[src/rtl/rtype_mc_sequencer.sv]
`default_nettype none
// ============================================================================
// Module   : rtype_mc_sequencer
// Brief    : Multi-cycle fetch/decode/exec/writeback sequencer for R-type add/sub.
// Revision : 1.0
// ============================================================================
module rtype_mc_sequencer #(
  parameter int PC_W     = 8,
  parameter int RETIRE_W = 16
) (
  input  logic                clk,
  input  logic                reset,
  input  logic                en,
  output logic                imem_req,
  output logic [PC_W-1:0]     imem_addr,
  input  logic [7:0]          imem_rdata,
  input  logic                imem_valid,
  output logic [4:0]          rf_ra1,
  output logic [4:0]          rf_ra2,
  input  logic [31:0]         rf_rd1,
  input  logic [31:0]         rf_rd2,
  output logic [31:0]         alu_a,
  output logic [31:0]         alu_b,
  output logic [3:0]          alu_op,
  input  logic [31:0]         alu_result,
  output logic                rf_we,
  output logic [4:0]          rf_wa,
  output logic [31:0]         rf_wd,
  output logic [PC_W-1:0]     pc,
  output logic [31:0]         instr,
  output logic                busy,
  output logic                illegal,
  output logic [RETIRE_W-1:0] retire_cnt
);

  localparam logic [6:0] c_op_rtype = 7'b0110011;
  localparam logic [6:0] c_f7_add   = 7'b0000000;
  localparam logic [6:0] c_f7_sub   = 7'b0100000;
  localparam logic [3:0] c_alu_add  = 4'b0010;
  localparam logic [3:0] c_alu_sub  = 4'b0110;
  localparam logic [3:0] c_alu_none = 4'b0000;

  typedef enum logic [2:0] {
    S_IDLE   = 3'd0,
    S_FETCH  = 3'd1,
    S_DECODE = 3'd2,
    S_EXEC   = 3'd3,
    S_WB     = 3'd4
  } state_t;

  state_t                r_state;
  logic [PC_W-1:0]       r_pc;
  logic [31:0]           r_instr;
  logic [1:0]            r_byte_idx;
  logic [31:0]           r_alu_a;
  logic [31:0]           r_alu_b;
  logic [3:0]            r_alu_op;
  logic                  r_legal;
  logic                  r_rf_we;
  logic [4:0]            r_rf_wa;
  logic [31:0]           r_rf_wd;
  logic                  r_illegal;
  logic [RETIRE_W-1:0]   r_retire_cnt;

  logic                  w_is_rtype;
  logic                  w_is_add;
  logic                  w_is_sub;

  assign w_is_rtype = (r_instr[6:0] == c_op_rtype) && (r_instr[14:12] == 3'b000);
  assign w_is_add   = w_is_rtype && (r_instr[31:25] == c_f7_add);
  assign w_is_sub   = w_is_rtype && (r_instr[31:25] == c_f7_sub);

  always_ff @(posedge clk or negedge reset) begin
    if (!reset) begin
      r_state      <= S_IDLE;
      r_pc         <= '0;
      r_instr      <= '0;
      r_byte_idx   <= '0;
      r_alu_a      <= '0;
      r_alu_b      <= '0;
      r_alu_op     <= c_alu_none;
      r_legal      <= 1'b0;
      r_rf_we      <= 1'b0;
      r_rf_wa      <= '0;
      r_rf_wd      <= '0;
      r_illegal    <= 1'b0;
      r_retire_cnt <= '0;
    end else begin
      // Write and illegal strobes are armed on the EXEC->WB edge only.
      r_rf_we   <= 1'b0;
      r_illegal <= 1'b0;
      case (r_state)
        S_IDLE: begin
          if (en) begin
            r_state    <= S_FETCH;
            r_byte_idx <= '0;
          end
        end
        S_FETCH: begin
          if (imem_valid) begin
            r_instr[{r_byte_idx, 3'b000} +: 8] <= imem_rdata;
            r_byte_idx <= r_byte_idx + 2'd1;
            if (r_byte_idx == 2'd3) begin
              r_state <= S_DECODE;
            end
          end
        end
        S_DECODE: begin
          r_legal  <= w_is_add || w_is_sub;
          r_alu_op <= w_is_add ? c_alu_add : (w_is_sub ? c_alu_sub : c_alu_none);
          r_alu_a  <= rf_rd1;
          r_alu_b  <= rf_rd2;
          r_rf_wa  <= r_instr[11:7];
          r_state  <= S_EXEC;
        end
        S_EXEC: begin
          r_rf_wd   <= r_legal ? alu_result : 32'h0;
          r_rf_we   <= r_legal && (r_rf_wa != 5'd0);
          r_illegal <= !r_legal;
          r_state   <= S_WB;
        end
        S_WB: begin
          r_pc         <= r_pc + PC_W'(4);
          r_retire_cnt <= r_retire_cnt + RETIRE_W'(1);
          r_byte_idx   <= '0;
          r_state      <= en ? S_FETCH : S_IDLE;
        end
        default: begin
          r_state <= S_IDLE;
        end
      endcase
    end
  end

  assign imem_req   = (r_state == S_FETCH);
  assign imem_addr  = r_pc + PC_W'(r_byte_idx);
  assign rf_ra1     = r_instr[19:15];
  assign rf_ra2     = r_instr[24:20];
  assign alu_a      = r_alu_a;
  assign alu_b      = r_alu_b;
  assign alu_op     = r_alu_op;
  assign rf_we      = r_rf_we;
  assign rf_wa      = r_rf_wa;
  assign rf_wd      = r_rf_wd;
  assign pc         = r_pc;
  assign instr      = r_instr;
  assign busy       = (r_state != S_IDLE);
  assign illegal    = r_illegal;
  assign retire_cnt = r_retire_cnt;

endmodule
`default_nettype wire
[config.mk]
export PLATFORM = sky130hd
export DESIGN_NAME = rtype_mc_sequencer
export DESIGN_NICKNAME = d
export VERILOG_FILES = /design/src/rtl/rtype_mc_sequencer.sv
export SDC_FILE = /design/constraint.sdc
export NUM_CORES = 1
export LEC_CHECK = 0
export CAP_MARGIN = 10
export CORE_AREA = 2 2 130 132
export CTS_CLUSTER_DIAMETER = 200
export DETAILED_ROUTE_END_ITERATION = 8
export DIE_AREA = 0 0 132 134
export GPL_TIMING_DRIVEN = 1
export PLACE_DENSITY = 0.9
export SLEW_MARGIN = 15
export SYNTH_ARGS = -nofsm -noshare
export SYNTH_HDL_FRONTEND = slang
export SYNTH_SLANG_ARGS = --single-unit
[constraint.sdc]
create_clock -name clk -period 2.2 [get_ports clk]
set_input_delay 0.44 -clock clk [delete_from_list [all_inputs] [get_ports clk]]
set_output_delay 0.44 -clock clk [all_outputs]
set_load 0.02 [all_outputs]
==> impl_metrics.toml <==
[run_status]
status = "completed"

[global_route]
grtUsageTotal_pct = 22.2
overflow = 0
grt_max_degree = 64
grt_pass1_wl_mm = 30.9
antenna_found_initial = 0
grt_pass1_vias = 6014

[logic_synthesis]
synth_cell_types = 51
synthFlopType = "dfrtp_1"
synth_compound_area_share_pct = 3.32
synth-simple-area-share_pct = 27.7
ys_ff_latch = 164
synth_fa_ha_area_share_pct = 1.44
yosysWarnings = 0
yosysTopAreaCell = "dfrtp_1"
synth-edff-count = 0
ys_top_cells_by_count = "344 x nand2_1, 164 x dfrtp_1, 36 x nand3_1, 30 x o21ai_1, 24 x buf_4"
synthMostInstantiatedCell = "nand2_1"
synth_top_family_by_area = "simple AND/OR/NAND/NOR gates"
synthCells = 723
ys_async_sr_fraction_pct = 100
avgSynthCellArea_sq_um = 9.59
muxShareOfSynthArea_pct = 0.469
synth-xor-area-share_pct = 2.53
synthTopCellsByArea = "dfrtp_1 59%, nand2_1 19%, nand3_1 2.6%, buf_4 2.6%, o21ai_1 2.2%"
syn_area_sq_um = 6940
synth_top_area_share_pct = 59.2
yosysSeqAreaShare_pct = 59.2

[timing]
fin_hold_ws_ns = 0.465
fin_setup_tns_ns = 0
fin_crit_sh_pct = 93.3
fmax_mhz = 487
final.setup_skew_ns = 0.00798
period_minus_slack_ns = 2.05
grt_setup_unrepaired = "false"
final_hold_viol_count = 0
final-setup-viol-count = 0
slew_viol_final = 0
relSlewSlack_pct = 60.1
worstMarginPinSlew_ns = 0.598

[drt]
drtAntennaViolNets = 0
wire_per_inst_um = 15.9
drc = 0
vias = 5950
drt_iter0_drc = 277
dr.pass1.iters = 4
vias_per_cell = 4.85
routed_wl_mm = 19.5

[clocking]
post_cts_buffers = 0
numCtsBuffers = 17
path_clk_slew_ns = 0.07
clock_latency_ns = 0.42
root_buffer = "clkbuf_16"
cts.sinks = 164
clk_path_buf_depth = 2
tritoncts = "yes"
h-tree-depth = 4

[setup_path]
cp.arrival_ns = 1.61
crit_buf_inv = 1
critPathMaxFanout = 7
end_kind = "output pin"
cp_cell_sequence = "clkdlybuf4s50_1"
cp_slowest_cell = "clkdlybuf4s50_1"
crit_type = "flop to output pin"
required_ns = 1.76
slowest_delay_ns = 0.69
start_kind = "flop"
cpLargestDelayFamily = "buffers and inverters"
crit_start = "r_byte_idx[0]$_DFFE_PN0P_"
reg2reg_from = "r_byte_idx[0]$_DFFE_PN0P_"

[placed_design]
place.gp.congestion = 0.832
hpwl_mm = 14.0
io_buffers = 286

[die]
num_rows = 47
start_util_pct = 42.6
top_level_ports = 291
die_x_um = 132
die_area_sq_um = 17700
fp.dieH_um = 134
coreArea_sq_um = 16300

[cells_and_area]
n_fill_cell = 1292
areaGrowthSynthToFinish_pct = 51.4
n_antenna_cell = 0
fin_nets = 1110
layout-drive-gt1-share_pct = 7.55

[pwr]
power_density_nw_per_um2 = 1200
cellLeakagePower_nw = 4.80
max-vdd-ir-drop_v = 0.000937
finalPower_mw = 12.6

[hold_path]
worstHoldPathType = "flop to flop"
hold_path.startpoint = "rf_wd[22]$_DFFE_PN0N_"

[run]
max-cap-violations = 0
## cells in the final DEF, fill, tap and decap left out, drive strengths merged, types with 7 or more instances in the layout
cell	n
nand2	348
nor2	9
buf	17
dfrtp	164
o21ai	34
ha	8
clkdlybuf4s50	283
nand4	8
inv	7
clkbuf	20
nand3	37
xor2	8
xnor2	12
## power breakdown
| part | internal [mW] | switching [mW] |
|---|---|---|
| logic | 2.35 | 2.76 |
| clock network | 1.73 | 1.23 |
| registers | 3.88 | 0.643 |
## final timing paths
path	depth (start not counted)	slack, ns	end
max	1	0.15	imem_addr[0]
min	2	0.46	rf_wd[22]$_DFFE_PN0N_
max reg2reg	5	0.28	instr[7]$_DFFE_PN0P_
min reg2reg	2	0.46	rf_wd[22]$_DFFE_PN0N_
max in group asynchronous	3	1.00	rf_wd[16]$_DFFE_PN0N_
min in group asynchronous	2	0.55	alu_a[4]$_DFFE_PN0P_
## sequential cells by signal, indices dropped and copies added (netlist names)
register    cells
r_state         3
alu_a          32
illegal         1
alu_op          2
rf_wd          32
alu_b          32
instr          32
pc              6
retire_cnt     16
rf_we           1
r_byte_idx      2
rf_wa           5
## kinds of logic after synthesis
group                      after synthesis
AOI/OAI and AO/OA                       41
and+or+nand+nor                        427
buffers and inverters                   59
muxes                                    3
adders and majority gates                8
xor gates and xnor gates                20
other                                    1
DFF                                    164
## through the flow
step	util [%]	worst slack, ns	area, sq um	cells
2_1_floorplan	-	0.315	6950	726
3_3_place_gp	60.8	0.330	9910	1194
3_5_place_dp	60.8	0.305	9910	1194
4_1_cts	64.5	0.128	10500	1226
5_1_grt	64.5	0.0960	10500	1226
6_report	64.5	0.147	10500	1226
## repair_timing
item,4_1_cts,5_1_grt
setup endpoints to repair,2,0
hold endpoints to repair,46,0
hold buffers,1,0
gates resized for setup,3,0
## area by class of cell
| class | instances | area, sq um | area share (%) |
|---|---|---|---|
| clock buffer | 20 | 457 | 4.35 |
| clock inverter | 11 | 126 | 1.20 |
| inverter | 5 | 18.8 | 0.179 |
| multi-input combinational | 503 | 2480 | 23.6 |
| sequential | 164 | 4110 | 39.1 |
| tap | 220 | 275 | 2.62 |
| timing repair buffer | 303 | 3040 | 29.0 |
## metal layers
layer | share of wire, % | global-route usage [%]
met4 | 2.9 | 9.60
met5 | 0 | 0
met3 | 6.2 | 5.78
met1 | 41 | 26.2
met2 | 50 | 38.6
(Power assumes the default switching activity.)
==> edit (same flow settings) <==
Add an input register stage for `en`, `imem_rdata`, `imem_valid`, `rf_rd1`, `rf_rd2` and `alu_result`, with the module's reset; this delays them by one clock.
--- a/src/rtl/rtype_mc_sequencer.sv
+++ b/src/rtl/rtype_mc_sequencer.sv
@@ -48,6 +48,31 @@
     S_WB     = 3'd4
   } state_t;
 
+  logic en_q;
+  logic [7:0] imem_rdata_q;
+  logic imem_valid_q;
+  logic [31:0] rf_rd1_q;
+  logic [31:0] rf_rd2_q;
+  logic [31:0] alu_result_q;
+
+  always_ff @(posedge clk or negedge reset) begin
+    if (!reset) begin
+      en_q         <= '0;
+      imem_rdata_q <= '0;
+      imem_valid_q <= '0;
+      rf_rd1_q     <= '0;
+      rf_rd2_q     <= '0;
+      alu_result_q <= '0;
+    end else begin
+      en_q         <= en;
+      imem_rdata_q <= imem_rdata;
+      imem_valid_q <= imem_valid;
+      rf_rd1_q     <= rf_rd1;
+      rf_rd2_q     <= rf_rd2;
+      alu_result_q <= alu_result;
+    end
+  end
+
   state_t                r_state;
   logic [PC_W-1:0]       r_pc;
   logic [31:0]           r_instr;
@@ -91,14 +116,14 @@
       r_illegal <= 1'b0;
       case (r_state)
         S_IDLE: begin
-          if (en) begin
+          if (en_q) begin
             r_state    <= S_FETCH;
             r_byte_idx <= '0;
           end
         end
         S_FETCH: begin
-          if (imem_valid) begin
-            r_instr[{r_byte_idx, 3'b000} +: 8] <= imem_rdata;
+          if (imem_valid_q) begin
+            r_instr[{r_byte_idx, 3'b000} +: 8] <= imem_rdata_q;
             r_byte_idx <= r_byte_idx + 2'd1;
             if (r_byte_idx == 2'd3) begin
               r_state <= S_DECODE;
@@ -108,13 +133,13 @@
         S_DECODE: begin
           r_legal  <= w_is_add || w_is_sub;
           r_alu_op <= w_is_add ? c_alu_add : (w_is_sub ? c_alu_sub : c_alu_none);
-          r_alu_a  <= rf_rd1;
-          r_alu_b  <= rf_rd2;
+          r_alu_a  <= rf_rd1_q;
+          r_alu_b  <= rf_rd2_q;
           r_rf_wa  <= r_instr[11:7];
           r_state  <= S_EXEC;
         end
         S_EXEC: begin
-          r_rf_wd   <= r_legal ? alu_result : 32'h0;
+          r_rf_wd   <= r_legal ? alu_result_q : 32'h0;
           r_rf_we   <= r_legal && (r_rf_wa != 5'd0);
           r_illegal <= !r_legal;
           r_state   <= S_WB;
@@ -123,7 +148,7 @@
           r_pc         <= r_pc + PC_W'(4);
           r_retire_cnt <= r_retire_cnt + RETIRE_W'(1);
           r_byte_idx   <= '0;
-          r_state      <= en ? S_FETCH : S_IDLE;
+          r_state      <= en_q ? S_FETCH : S_IDLE;
         end
         default: begin
           r_state <= S_IDLE;
Behaviour: not the same (a bounded check fails within 4 cycles, from zero or initial values and one cycle with reset low).
==> edit against the unedited design <==
  * Total power is 28% higher
  * Worst setup slack worse by 0.076 ns
  * Count of clock-buffer cells in the layout increased by 16
  * Routed wire length grew 30%
  * Hold slack worse by 0.11 ns
  * Clock power is 60% higher
  * Die area did not move
  * Cell area is 28% higher
  * Synthesized area is 36% higher
  * Sequential cell count rose by 106
  * Critical path type unchanged
==> edit: results (changes against the unedited design) <==
status:
  status: "completed"
logic_synthesis:
  ys_seq_area_share_pct: 71.7  # +13 points
  synthTopCellsByArea: "dfrtp_1, nand2_1, nand3_1, o21ai_0, buf_4"
  yosysUniqueCellTypes: 40  # -22%
  yosys_warnings: 0  # unchanged
  synth_common_cells: "nand2_1, dfrtp_1, nand3_1"
  synth_cells: 834  # +15%
  synthArstFlopShare_pct: 100  # unchanged
  ys.flop_type: "dfrtp_1"
setup_path:
  critical_path.slowest_cell: "clkdlybuf4s50_1"
  critPathMaxFanout: 7  # unchanged
  arrival_ns: 1.69  # +0.08 ns
  slowest_delay_ns: 0.68
  cp_top_family: "buffers and inverters"
clock_network:
  worst_skew_pair.late_latency_ns: 0.52  # +0.10 ns
  root_buffer: "clkbuf_16"
  cts_setup_buffers: 0  # unchanged
  htree_levels: 1  # -3
  clkTransAtPathRegs_ns: 0.06
  cts_made_buffers: 26  # +9
  clockBufferDepth: 3  # +1
placement:
  gp_congestion: 0.825  # -0.78%
  dpl.hpwl_um: 17000  # +21%
  dp_worst_setup_slack_ns: 0.302  # -0.00295 ns
  placed_cells: 1312  # +9.9%
  port_buffers: 286  # unchanged
  place_area_sq_um: 12500  # +26%
route:
  drt_pre_antenna_iters: 8  # +4
  routedWlPerCell_um: 18.6  # +17%
  dr_total_vias: 7118  # +20%
  wl_um: 25300  # +30%
  drt_iter0_markers: 468  # +69%
layout:
  drive_above_1_share_pct: 7.11  # -0.44 points
  diodes: 0  # unchanged
  nets: 1237  # +11%
global_routing:
  grt_start_max_net_pins: 55  # -14%
  grt_first_pass_wirelength_um: 40100  # +30%
  track_usage_pct: 29.0  # +6.8 points
  grt-ovfl-total: 0  # unchanged
  first_global_vias: 7361  # +22%
  antenna_found_initial: 0  # unchanged
sta:
  fin_skew_ns: 0.0101  # +0.00212 ns
  relSlewSlack_pct: 66.2  # +6.1 points
pwr:
  leakagePower_uw: 0.00634  # +32%
  p_sw_share_pct: 32.0  # -4.8 points
  ir_drop_v: 0.000853  # -9.0%
hold_path:
  min_path_type: "in -> reg"
==> edit: layer usage <==
layer | vias up | part of all wire, % | GRT usage, %
li1 | 3188 | - | -
met1 | 3507 | 37 | 35.1
met2 | 345 | 51 | 50.7
met3 | 78 | 8.1 | 7.11
met4 | 0 | 4.0 | 11.3
met5 | - | 0 | 0
==> edit: kinds of logic (layout without fill, tap and decap cells) <==
kind of cell,after synthesis,count (layout),share of synthesized area [%]
AND/OR/NAND/NOR,432,432,19.3
flip-flops,270,270,71.7
other,1,4,0.0398
multiplexers,3,3,0.345
buffers and inverters,59,361,3.37
AO/OA/AOI/OAI,41,41,2.28
adder cells (fa/ha/maj),8,8,1.06
XOR/XNOR,20,20,1.86
==> edit: final timing paths <==
path	from	to	slack (ns)	cells past startpoint
max reg2reg	r_byte_idx[0]	instr[23]	0.23	6
max in group asynchronous	reset	alu_result_q[31]	1.00	3
min	imem_rdata[1]	imem_rdata_q[1]	0.35	1
max	r_byte_idx[0]	imem_addr[0]	0.07	1
min in group asynchronous	reset	alu_a[13]	0.45	2
min reg2reg	rf_rd1_q[31]	alu_a[31]	0.43	2
==> edit: final cells by class <==
class                           instances  area, sq um
Timing Repair Buffer                  309         3100
Sequential cell                       270         6760
Tap cell                              220          275
Fill cell                             900         2830
Clock inverter                         10          153
Multi-Input combinational cell        508         2370
Clock buffer                           36          779
Inverter                                6         22.5
==> edit: timing repair <==
action,4_1_cts,5_1_grt
endpoints found under the setup margin,2,0
hold endpoints to repair,46,0
gates resized for setup,2,0
hold buffers,1,0
==> edit: power groups by stage <==
stage          Clock [uW]  Combinational (uW)  Sequential, uW
2_1_floorplan           0                1340            7400
3_3_place_gp            0                4630            6500
3_5_place_dp            0                4800            6540
4_1_cts              4800                4860            6510
5_1_grt              5010                5140            6610
6_report             4740                4820            6520
